--- config.mk ---
export PLATFORM = sky130hd
export DESIGN_NAME = vdc_pwm
export DESIGN_NICKNAME = d
export VERILOG_FILES = /design/src/rtl/vdc_pwm.sv
export SDC_FILE = /design/constraint.sdc
export NUM_CORES = 1
export LEC_CHECK = 0
export ABC_AREA = 1
export ABC_CLOCK_PERIOD_IN_PS = 6100
export BUFFER_PORTS_ARGS = -buffer_cell sky130_fd_sc_hd__buf_2
export CAP_MARGIN = 15
export CORE_UTILIZATION = 56
export DETAILED_ROUTE_END_ITERATION = 12
export PLACE_DENSITY = 0.77
export SLEW_MARGIN = 15
export SYNTH_ARGS = -nofsm -noshare
export SYNTH_HDL_FRONTEND = slang
export SYNTH_SLANG_ARGS = --single-unit
--- constraint.sdc ---
create_clock -name clk -period 6.1 [get_ports clk]
set_input_delay 0.915 -clock clk [delete_from_list [all_inputs] [get_ports clk]]
set_output_delay 0.915 -clock clk [all_outputs]
set_load 0.02 [all_outputs]
--- src/rtl/vdc_pwm.sv ---
// Heater PWM: fixed-period counter, strobed duty word clamped and min-pulse limited, applied at wrap.
// Latency: a strobe takes effect at the next wrap (worst case PERIOD cycles); out/upd/period_start registered.
// Backpressure: none; nh_stb is always accepted and the latest pending value wins.
module vdc_pwm #(
  parameter int FILTER_IO_SIZE = 18,
  parameter int PERIOD         = 100000,
  parameter int CNT_W          = 17,
  parameter int MIN_PW         = 50
) (
  input  logic                             clk,
  input  logic                             rst,
  input  logic                             on,
  input  logic                             nh_stb,
  input  logic signed [FILTER_IO_SIZE-1:0] nh_in,
  output logic                             out,
  output logic                             period_start,
  output logic                             upd,
  output logic        [CNT_W-1:0]          duty
);

  logic        [CNT_W-1:0]          cnt_q, cnt_d;
  logic        [CNT_W-1:0]          duty_q, duty_d;
  logic signed [FILTER_IO_SIZE-1:0] pend_val_q, pend_val_d;
  logic                             pend_q, pend_d;
  logic                             armed_q, armed_d;
  logic                             out_q, out_d;
  logic                             upd_q, upd_d;
  logic                             pstart_q, pstart_d;
  logic                             wrap;
  logic                             load;
  logic signed [FILTER_IO_SIZE-1:0] sel_val;

  // Clamp to [0, PERIOD], then snap pulses shorter than MIN_PW (high or low) to the rail.
  function automatic logic [CNT_W-1:0] eff_duty(input logic signed [FILTER_IO_SIZE-1:0] v);
    int d;
    d = int'(v);
    if (d < 0) begin
      d = 0;
    end else if (d > PERIOD) begin
      d = PERIOD;
    end
    if (d > 0 && d < MIN_PW) begin
      d = 0;
    end else if (d > PERIOD - MIN_PW && d < PERIOD) begin
      d = PERIOD;
    end
    return CNT_W'(d);
  endfunction

  always_comb begin
    wrap       = (cnt_q == CNT_W'(PERIOD - 1));
    cnt_d      = wrap ? '0 : cnt_q + CNT_W'(1);

    // A strobe landing on the last cycle of the period is loaded at this very wrap.
    sel_val    = nh_stb ? nh_in : pend_val_q;
    load       = wrap && (pend_q || nh_stb);

    pend_val_d = nh_stb ? nh_in : pend_val_q;
    pend_d     = pend_q;
    if (load) begin
      pend_d = 1'b0;
    end else if (nh_stb) begin
      pend_d = 1'b1;
    end

    duty_d   = load ? eff_duty(sel_val) : duty_q;
    upd_d    = load;
    pstart_d = (cnt_d == '0);

    // Arming only at a wrap avoids a truncated first pulse after enable.
    armed_d  = on && (armed_q || wrap);
    out_d    = armed_d && (cnt_d < duty_d);
  end

  always_ff @(posedge clk or posedge rst) begin
    if (rst) begin
      cnt_q      <= '0;
      duty_q     <= '0;
      pend_val_q <= '0;
      pend_q     <= 1'b0;
      armed_q    <= 1'b0;
      out_q      <= 1'b0;
      upd_q      <= 1'b0;
      pstart_q   <= 1'b0;
    end else begin
      cnt_q      <= cnt_d;
      duty_q     <= duty_d;
      pend_val_q <= pend_val_d;
      pend_q     <= pend_d;
      armed_q    <= armed_d;
      out_q      <= out_d;
      upd_q      <= upd_d;
      pstart_q   <= pstart_d;
    end
  end

  assign out          = out_q;
  assign period_start = pstart_q;
  assign upd          = upd_q;
  assign duty         = duty_q;

endmodule
# [After elaboration in Yosys (flattened, before gate mapping)]
# Index checks and enable logic that the tools add are counted.
[totals] regBits=57 in_bits=22 output_inout_bits=20 word_cells=35
[classes] add_sub_neg=1 magnitude_cmp=7 eq_ne=1 muxes=9 n_reduce_logical=9
[ops] op="two-way mux 17 bit" count=4
[ops] op="two-way mux 32 bit" count=2
[ops] op="> comparator 32 x 1 -> 1 bit (second input constant)" count=1
[ops] op="> comparator 32 x 18 -> 1 bit (second input constant)" count=1
[ops] op="less-than comparator 32 x 18 -> 1 bit (second input constant)" count=1
[ops] op="less-than comparator 32 x 7 -> 1 bit (second input constant)" count=1
[ops] op="> comparator 18 bit (second input constant)" count=1
[ops] op="less-than comparator 18 x 1 -> 1 bit (second input constant)" count=1
[ops] op="two-way mux 18 bit" count=1
[ops] op="adder 17 x 1 -> 17 bit (second input constant)" count=1
[ops] op="== test 17 bit (second input constant)" count=1
[ops] op="zero test 17 bit" count=1
[ops] op="less-than comparator 17 bit" count=1
[ops] op="logical AND 1 bit" count=5
[ops] op="logical OR 1 bit" count=2
[ops] op="two-way mux 1 bit" count=2
[ops] op="nonzero test 2 bit" count=1

# [Longest topological paths before layout]
# Gate-level depths: netlist of the first run.
[logic_depth] depth_word=11 depth_mapped=29 mapped_depth_nobuf=29

# [Worst setup path before layout of the first run]
# OpenSTA, ideal clock, no wires.
[synth_path] path_type="input port to flip-flop" startpoint="in nh_stb" endpoint="reg out_q (netlist: out)" setup_ns=0.073 t_arrival_ns=3.636 required_time_ns=6.027 slack_ns=2.391 cell_stages=23 path_cell_list="buf_6 buf_6 o21ai_0 nand2_1 nor2_1 nand3_2 nand3_4 buf_8 nand2_1 nor2_1 nand4_1 nand4_1 nand4_2 o21a_1 ha_1 a21oi_1 o21ai_0 nand3_1 nand2_1 nand2_1 a21oi_1 a211o_1 a21oi_2"
[synth_via] elab_chain_len=11 elab_cells_between_ends=18 cone_classes="order compare (7); mux (6); reduce/logical (5)"
[synth_rtl] item="start: declaration" line="13" rtl="input logic nh_stb,"
[synth_rtl] item="two-way mux 18 bit"
[synth_rtl] item="> comparator 18 bit" line="39" rtl="end else if (d > PERIOD) begin"
[synth_rtl] item="two-way mux 32 bit" line="39"
[synth_rtl] item="two-way mux 32 bit" line="37" rtl="if (d < 0) begin"
[synth_rtl] item="> comparator 32 x 18 -> 1 bit / less-than comparator 32 x 18 -> 1 bit (equally long branches)" line="44" rtl="end else if (d > PERIOD - MIN_PW && d < PERIOD) begin"
[synth_rtl] item="logical AND 1 bit" line="44"
[synth_rtl] item="two-way mux 17 bit" line="44"
[synth_rtl] item="two-way mux 17 bit" line="42" rtl="if (d > 0 && d < MIN_PW) begin"
[synth_rtl] item="two-way mux 17 bit *" line="66" rtl="duty_d = load ? eff_duty(sel_val) : duty_q;"
[synth_rtl] item="less-than comparator 17 bit *" line="72" rtl="out_d = armed_d && (cnt_d < duty_d);"
[synth_rtl] item="logical AND 1 bit *" line="72"
[synth_rtl] item="named net out_d" line="26" rtl="logic out_q, out_d;"
[synth_rtl] item="end signal: assignment" line="91" rtl="out_q <= out_d;"
[synth_rtl] item="end: declaration" line="26"
# The timed path passes the listed nets; every way through them passes the cells marked *.
# A chain may end at the register's enable or synchronous reset.

# [Worst setup path in the final report of the first run]
# Same ends and word-level chain as after synthesis.

==> results of run 1 <==
layout by cell type, fill, tap and decap left out, drive strengths merged:
cell and count:
a211o 1, nor4 5, or3 1, o211ai 1, o311ai 1, a21oi 13, nand2 153, xor2 1
nor3 5, or2 1, o41ai 1, ha 17, buf 42, nor2 61, o21a 4, dfrtp 57
nand4 18, clkbuf 13, o21bai 1, inv 89, a211oi 1, o21ai 30, clkinv 3, nand3 24
worst max-delay path, delay by kind of cell:
family	cells	cell delay (ps)
AOI/OAI and AO/OA	7	1130
adders and majority gates	1	290
buffers and inverters	4	760
and+or+nand+nor	15	1690
sequential cells by signal, summed over array words and instances (netlist names):
register / flops
duty: 17
pend_val_q: 18
armed_q: 1
period_start: 1
upd: 1
cnt_q: 17
out: 1
pend_q: 1
cell usage after synthesis (2+ instances only):
cell type  instances
o21a_1             4
nand3_2            2
nand2_2           10
o21ai_1            5
nor2_1            60
buf_2              2
nand3_1           21
nor3_1             4
inv_1             88
nand2_1          143
o21ai_2            3
nor4_1             5
nand4_1           17
clkbuf_1           2
a21oi_1           12
ha_1              17
dfrtp_1           57
o21ai_0           22
buf_6              3
where the power goes:
| part | switching, mW | internal, mW | leakage, nW |
|---|---|---|---|
| Combinational | 0.0937 | 0.0407 | 1.33 |
| Sequential | 0.00699 | 0.394 | 0.730 |
| Clock | 0.152 | 0.168 | 0.0932 |
| Total | 0.253 | 0.602 | 2.15 |
through the flow:
stage / instance area, µm² / hold WS [ps] / utilization / worst slack, ps
finish: 3938 / 477.0 / 0.6573 / 1581
global route: 3938 / 512.1 / 0.6573 / 1194
CTS: 3938 / 481.8 / 0.6573 / 1640
detailed placement: 3764 / 467.0 / 0.6282 / 1298
global placement: 3764 / 466.8 / 0.6282 / 1524
floorplan: 3531 / 449.9 / - / 2391
path summary, 6_finish.rpt:
check | start | endpoint | depth (start not counted)
min reg2reg | pend_val_q[3] | pend_val_q[3] | 2
max reg2reg | pend_val_q[17] | out | 26
min in group asynchronous | rst | pend_val_q[13] | 3
max | nh_stb | out | 27
max in group asynchronous | rst | duty[13] | 3
min | pend_val_q[3] | pend_val_q[3] | 2
per-layer routing:
layer | global-route usage | vias to the layer above | routed length (µm)
li1 | - | 1659 | -
met3 | 0.04719 | 21 | 428
met5 | 0 | - | 0
met2 | 0.4083 | 101 | 3678
met1 | 0.3846 | 1452 | 3852
met4 | 0.1196 | 0 | 167
logic make-up (layout without fill, tap and decap cells):
logic type | Yosys count | in the layout | share of synthesized area
AOI/OAI and AO/OA | 53 | 53 | 0.08753
xor gates and xnor gates | 1 | 1 | 0.002481
adders and majority gates | 17 | 17 | 0.06024
buffers and inverters | 98 | 147 | 0.1155
DFF | 57 | 57 | 0.4040
and+or+nand+nor | 268 | 268 | 0.3303
area by class of cell:
cell class                      instances  share of cell area
Clock buffer                           13             0.04036
Clock inverter                          3            0.003813
Inverter                               89             0.08484
Multi-Input combinational cell        339              0.4309
Sequential cell                        57              0.3622
Tap cell                               75             0.02383
Timing Repair Buffer                   42             0.05402
==> reports/metrics.yaml, run 1 <==
outcome: "complete, no violations"
die-area_um2: 6627
cp.arrival_ps: 4790
leakage_nw: 2.154
synth_cell_type_count: 36
route.vias.total: 3233
drive_gt1_frac: 0.1455
fin_setup_tns_ps: 0
grt_pass1_wl_um: 13350
max_slew.worst_pin.slew_ps: 736.6
die_width_um: 81.41
diodes: 0
io_buffer_count: 41
worstSkewPairLatency_ps: 340
hp-class: "flip-flop to flip-flop"
vdd_ir_drop_max_v: 0.0001256
design.portCount: 42
async_flop_share: 1.000
worstSetupStartpointType: "input pin"
vias_per_cell: 5.231
finalSetupViolations: 0
crit_slowest_cell: "inv_2"
num_rows: 28
start_util: 0.5894
gp_congestion: 0.8984
grt_use_total: 0.2725
cts_setup_buffers: 0
power.density_nw_per_um2: 217.1
grt_overflow: 0
cts_tree: "yes"
maxSlewViolCount: 0
area_delta_synth_final_pct: 11.52
rsz0062_at_grt: "false"
cp-end-kind: "flip-flop"
cts_resized: 0
synth_top_cell_by_area: "dfrtp_1"
antenna_found_initial: 0
hpwl_um: 5971
finalCriticalPeriod_ps: 4519
period_share: 0.7408
cp_max_fo: 31
cts_hold_buffers: 0
syn-cell-area_um2: 3531
yosysSeqAreaShare: 0.4040
path_class: "input pin to flip-flop"
finalWirelength_um: 8126
slew_headroom: 0.5090
synth_edf_count: 0
ant_nets: 0
core_area_um2: 5991
firstDrtPassIters: 5
fillers: 568
grt_start_max_net_pins: 58
clkTransAtPathRegs_ps: 60
synth.avg_cell_area_um2: 7.148
skew_ps: 3.197
synthTopCellsByArea: "dfrtp_1 (40%), nand2_1 (15%), inv_1 (9.4%), nor2_1 (6.4%), ha_1 (6.0%)"
crit_required_ps: 6370
ys_ff_latch: 57
syn_nets: 533
drt_iter0_drc: 270
numCtsBuffers: 9
yosys_warnings: 0
wire_per_inst_um: 13.15
synth_top_area_frac: 0.4040
ys.flop_type: "dfrtp_1"
fp.dieH_um: 81.41
final_cells: 618
max_stage_delay_ps: 310
hold_viol: 0
fin_nets: 577
max_clock_freq_mhz: 221.3
path_common_cell: "nand2_1"
dp.cells: 602
total_power_mw: 0.8547
numClockSinks: 57
seq_area_um2: 1426
maxCapViolations: 0
h-tree-depth: 3
syn_inst: 494
route.detailed.drc: 0
cts.path.max_buffers: 2
grt_pass1_vias: 2918
reg2reg_setup_slack_ps: 2380
cts_root_buffer: "clkbuf_8"
multi_input_area_um2: 1697
Note: power is estimated with default switching activity, not from simulation.
==> run 2, diff against run 1 <==
--- a/config.mk
+++ b/config.mk
@@ -5,13 +5,13 @@
 export SDC_FILE = /design/constraint.sdc
 export NUM_CORES = 1
 export LEC_CHECK = 0
-export ABC_AREA = 1
-export ABC_CLOCK_PERIOD_IN_PS = 6100
+export ABC_AREA = 0
+export ABC_CLOCK_PERIOD_IN_PS = 4500
 export BUFFER_PORTS_ARGS = -buffer_cell sky130_fd_sc_hd__buf_2
 export CAP_MARGIN = 15
 export CORE_UTILIZATION = 56
 export DETAILED_ROUTE_END_ITERATION = 12
-export PLACE_DENSITY = 0.77
+export PLACE_DENSITY = 0.78
 export SLEW_MARGIN = 15
 export SYNTH_ARGS = -nofsm -noshare
 export SYNTH_HDL_FRONTEND = slang
==> constraint.sdc (replaced) <==
create_clock -name clk -period 4.5 [get_ports clk]
set_input_delay 0.675 -clock clk [delete_from_list [all_inputs] [get_ports clk]]
set_output_delay 0.675 -clock clk [all_outputs]
set_load 0.02 [all_outputs]
==> reports/metrics.yaml, run 2 <==
power_switching_share: 0.2375
finalCriticalPeriod_ps: 4253
postPlaceCellArea_um2: 3845
rsz0062_at_grt: "false"
p_sw_mw: 0.3124
wire_per_inst_um: 18.04
crit_required_ps: 4740
r2r_start: "pend_val_q[0]"
outcome: "complete, no violations"
hold_viol: 0
regMostFlops: "pend_val_q"
yosysMostFrequentCell: "dfrtp_1"
synth_top_area_frac: 0.4363
fin_area_um2: 4219
fillers: 358
diodes: 0
numCtsBuffers: 9
grt_overflow: 0
finalSetupViolations: 0
clkTransAtPathRegs_ps: 70
cts.path.max_buffers: 2
synth_cell_type_count: 61
syn_nets: 358
die-area_um2: 6148
slew_headroom: 0.5303
finalWirelength_um: 8730
die_width_um: 78.41
cts_tree: "yes"
synth_edf_count: 0
yosys_warnings: 0
worstSetupStartpointType: "input pin"
synth_top_cell_by_area: "dfrtp_1"
maxSlewViolCount: 0
drive_gt1_frac: 0.3277
cp.arrival_ps: 4500
grt_use_total: 0.2974
leakage_nw: 2.016
skew_ps: 6.404
hp-class: "input pin to asynchronous set/reset pin"
p_comb_frac: 0.125
num_rows: 27
ys.flop_type: "dfrtp_1"
design.portCount: 42
firstDrtPassIters: 5
yosysSeqAreaShare: 0.4363
maxCapViolations: 0
grt_start_max_net_pins: 58
async_flop_share: 1.000
syn-cell-area_um2: 3269
area_delta_synth_final_pct: 29.05
fp.dieH_um: 78.41
cp-end-kind: "flip-flop"
worstSkewPairLatency_ps: 340
start_util: 0.5865
grt_pass1_wl_um: 13750
io_buffer_count: 41
syn_inst: 319
fin_setup_tns_ps: 0
layout_commonest_cell: "dfrtp_1"
synth.avg_cell_area_um2: 10.25
numClockSinks: 57
largest_register_ffs: 18
path_class: "input pin to flip-flop"
p_seq_frac: 0.413
synthTopCellsByCount: "dfrtp_1 (57), nor2_1 (27), nand2_1 (22), inv_1 (21), ha_1 (17)"
cts_hold_buffers: 0
final_cell_mix: "dfrtp_1 (57), buf_4 (45), buf_2 (40), nor2_1 (26), nand2_1 (22)"
gp_congestion: 1.005
grt_pass1_vias: 2759
fin_nets: 446
core_area_um2: 5574
vias_per_cell: 6.058
startpoint: "nh_stb"
cp_max_fo: 8
route.vias.total: 2932
clkPwrFrac: 0.461
ant_nets: 0
max_clock_freq_mhz: 235.1
cts_root_buffer: "clkbuf_8"
p_int_mw: 1.003
antenna_found_initial: 0
period_share: 0.9451
hpwl_um: 6252
route.detailed.drc: 0
vdd_ir_drop_max_v: 0.0002142
synthTopCellsByArea: "dfrtp_1 (44%), ha_1 (6.5%), mux2i_1 (4.6%), nor2_1 (3.1%), nand2_1 (2.5%)"
ys_ff_latch: 57
power.density_nw_per_um2: 311.8
max_slew.worst_pin.slew_ps: 704.6
h-tree-depth: 3
drt_iter0_drc: 286
run 2: cell count changes in the layout (fill, tap and decap cells not counted), moves of 12 or more:
| cell | before | now |
|---|---|---|
| inv_1 | 87 | 20 |
| o21ai_0 | 22 | 10 |
| buf_4 | 1 | 45 |
| nor2_1 | 60 | 26 |
| mux2i_1 | 0 | 12 |
| nand2_1 | 143 | 22 |
run 2: cell type report:
| class | instances | area [µm²] | share of cell area |
|---|---|---|---|
| repair buffers | 86 | 558.0 | 0.1323 |
| multi-input cells | 231 | 1808 | 0.4285 |
| clock inverters | 4 | 98.84 | 0.02343 |
| well taps | 72 | 90.09 | 0.02135 |
| clock buffers | 12 | 155.1 | 0.03677 |
| inverters | 22 | 82.58 | 0.01957 |
| flip-flops and latches | 57 | 1426 | 0.3381 |
run 2: through the flow:
stage | hold slack [ps] | cells | worst slack, ps | util | total power [mW]
2_1_floorplan | 452.2 | 319 | 13.14 | - | 0.6247
3_3_place_gp | 467.0 | 465 | -170.7 | 0.6898 | 0.6957
3_5_place_dp | 493.8 | 465 | -369.8 | 0.6898 | 0.6993
4_1_cts | 513.5 | 481 | 23.32 | 0.7356 | 1.304
5_1_grt | 518.3 | 484 | 93.55 | 0.7569 | 1.356
6_report | 508.9 | 484 | 247.3 | 0.7569 | 1.316
run 2: path summary, 6_finish.rpt:
check	cells past startpoint	to	slack (ps)
max in group asynchronous	3	duty[13]	3510
min	3	cnt_q[0]	510
min reg2reg	2	pend_q	510
max	19	out	250
min in group clk	2	pend_q	510
max reg2reg	15	out	340
run 2: timing repair:
action,CTS,global route
buffers inserted,0,3
cloned,0,0
endpoints found under the hold margin,0,0
pin swaps,0,7
gates resized for setup,1,17
setup endpoints to repair,1,1
run 2: routing by layer:
metal,share of wire,global-route usage,vias to the layer above
met3,0.054,0.04535,30
met5,0,0,-
met4,0.029,0.1352,0
met1,0.44,0.4140,1428
met2,0.48,0.4588,120
li1,-,-,1354
run 2: cells by family after synthesis:
kind of cell,after synthesis,synth area share
simple gates,114,0.2005
compound gates,66,0.1538
flops,57,0.4363
buf+inv,31,0.04439
mux,19,0.05970
fa+ha+maj,17,0.06506
xor+xnor,15,0.04018
run 2: critical path, stage by stage:
cell       delay, ps
buf_4            170
buf_4            210
mux2i_1          270
inv_1            120
buf_4            150
nand3_1           90
o41ai_2           90
nor4b_1          370
o2111a_2         330
nor2_4            60
a21boi_1         150
ha_1             290
a2111oi_4        300
o21ai_1          120
a311oi_2         240
nor2_1            70
or4b_4           500
o21bai_2         220
o41ai_2           50
run 2: power by group through the flow:
stage | combinational, mW | clock, mW | sequential [mW]
final | 0.165 | 0.607 | 0.544
after CTS | 0.150 | 0.612 | 0.542
after global placement | 0.145 | 0 | 0.551
after detailed placement | 0.148 | 0 | 0.552
after global routing | 0.175 | 0.636 | 0.545
after floorplan | 0.0768 | 0 | 0.548
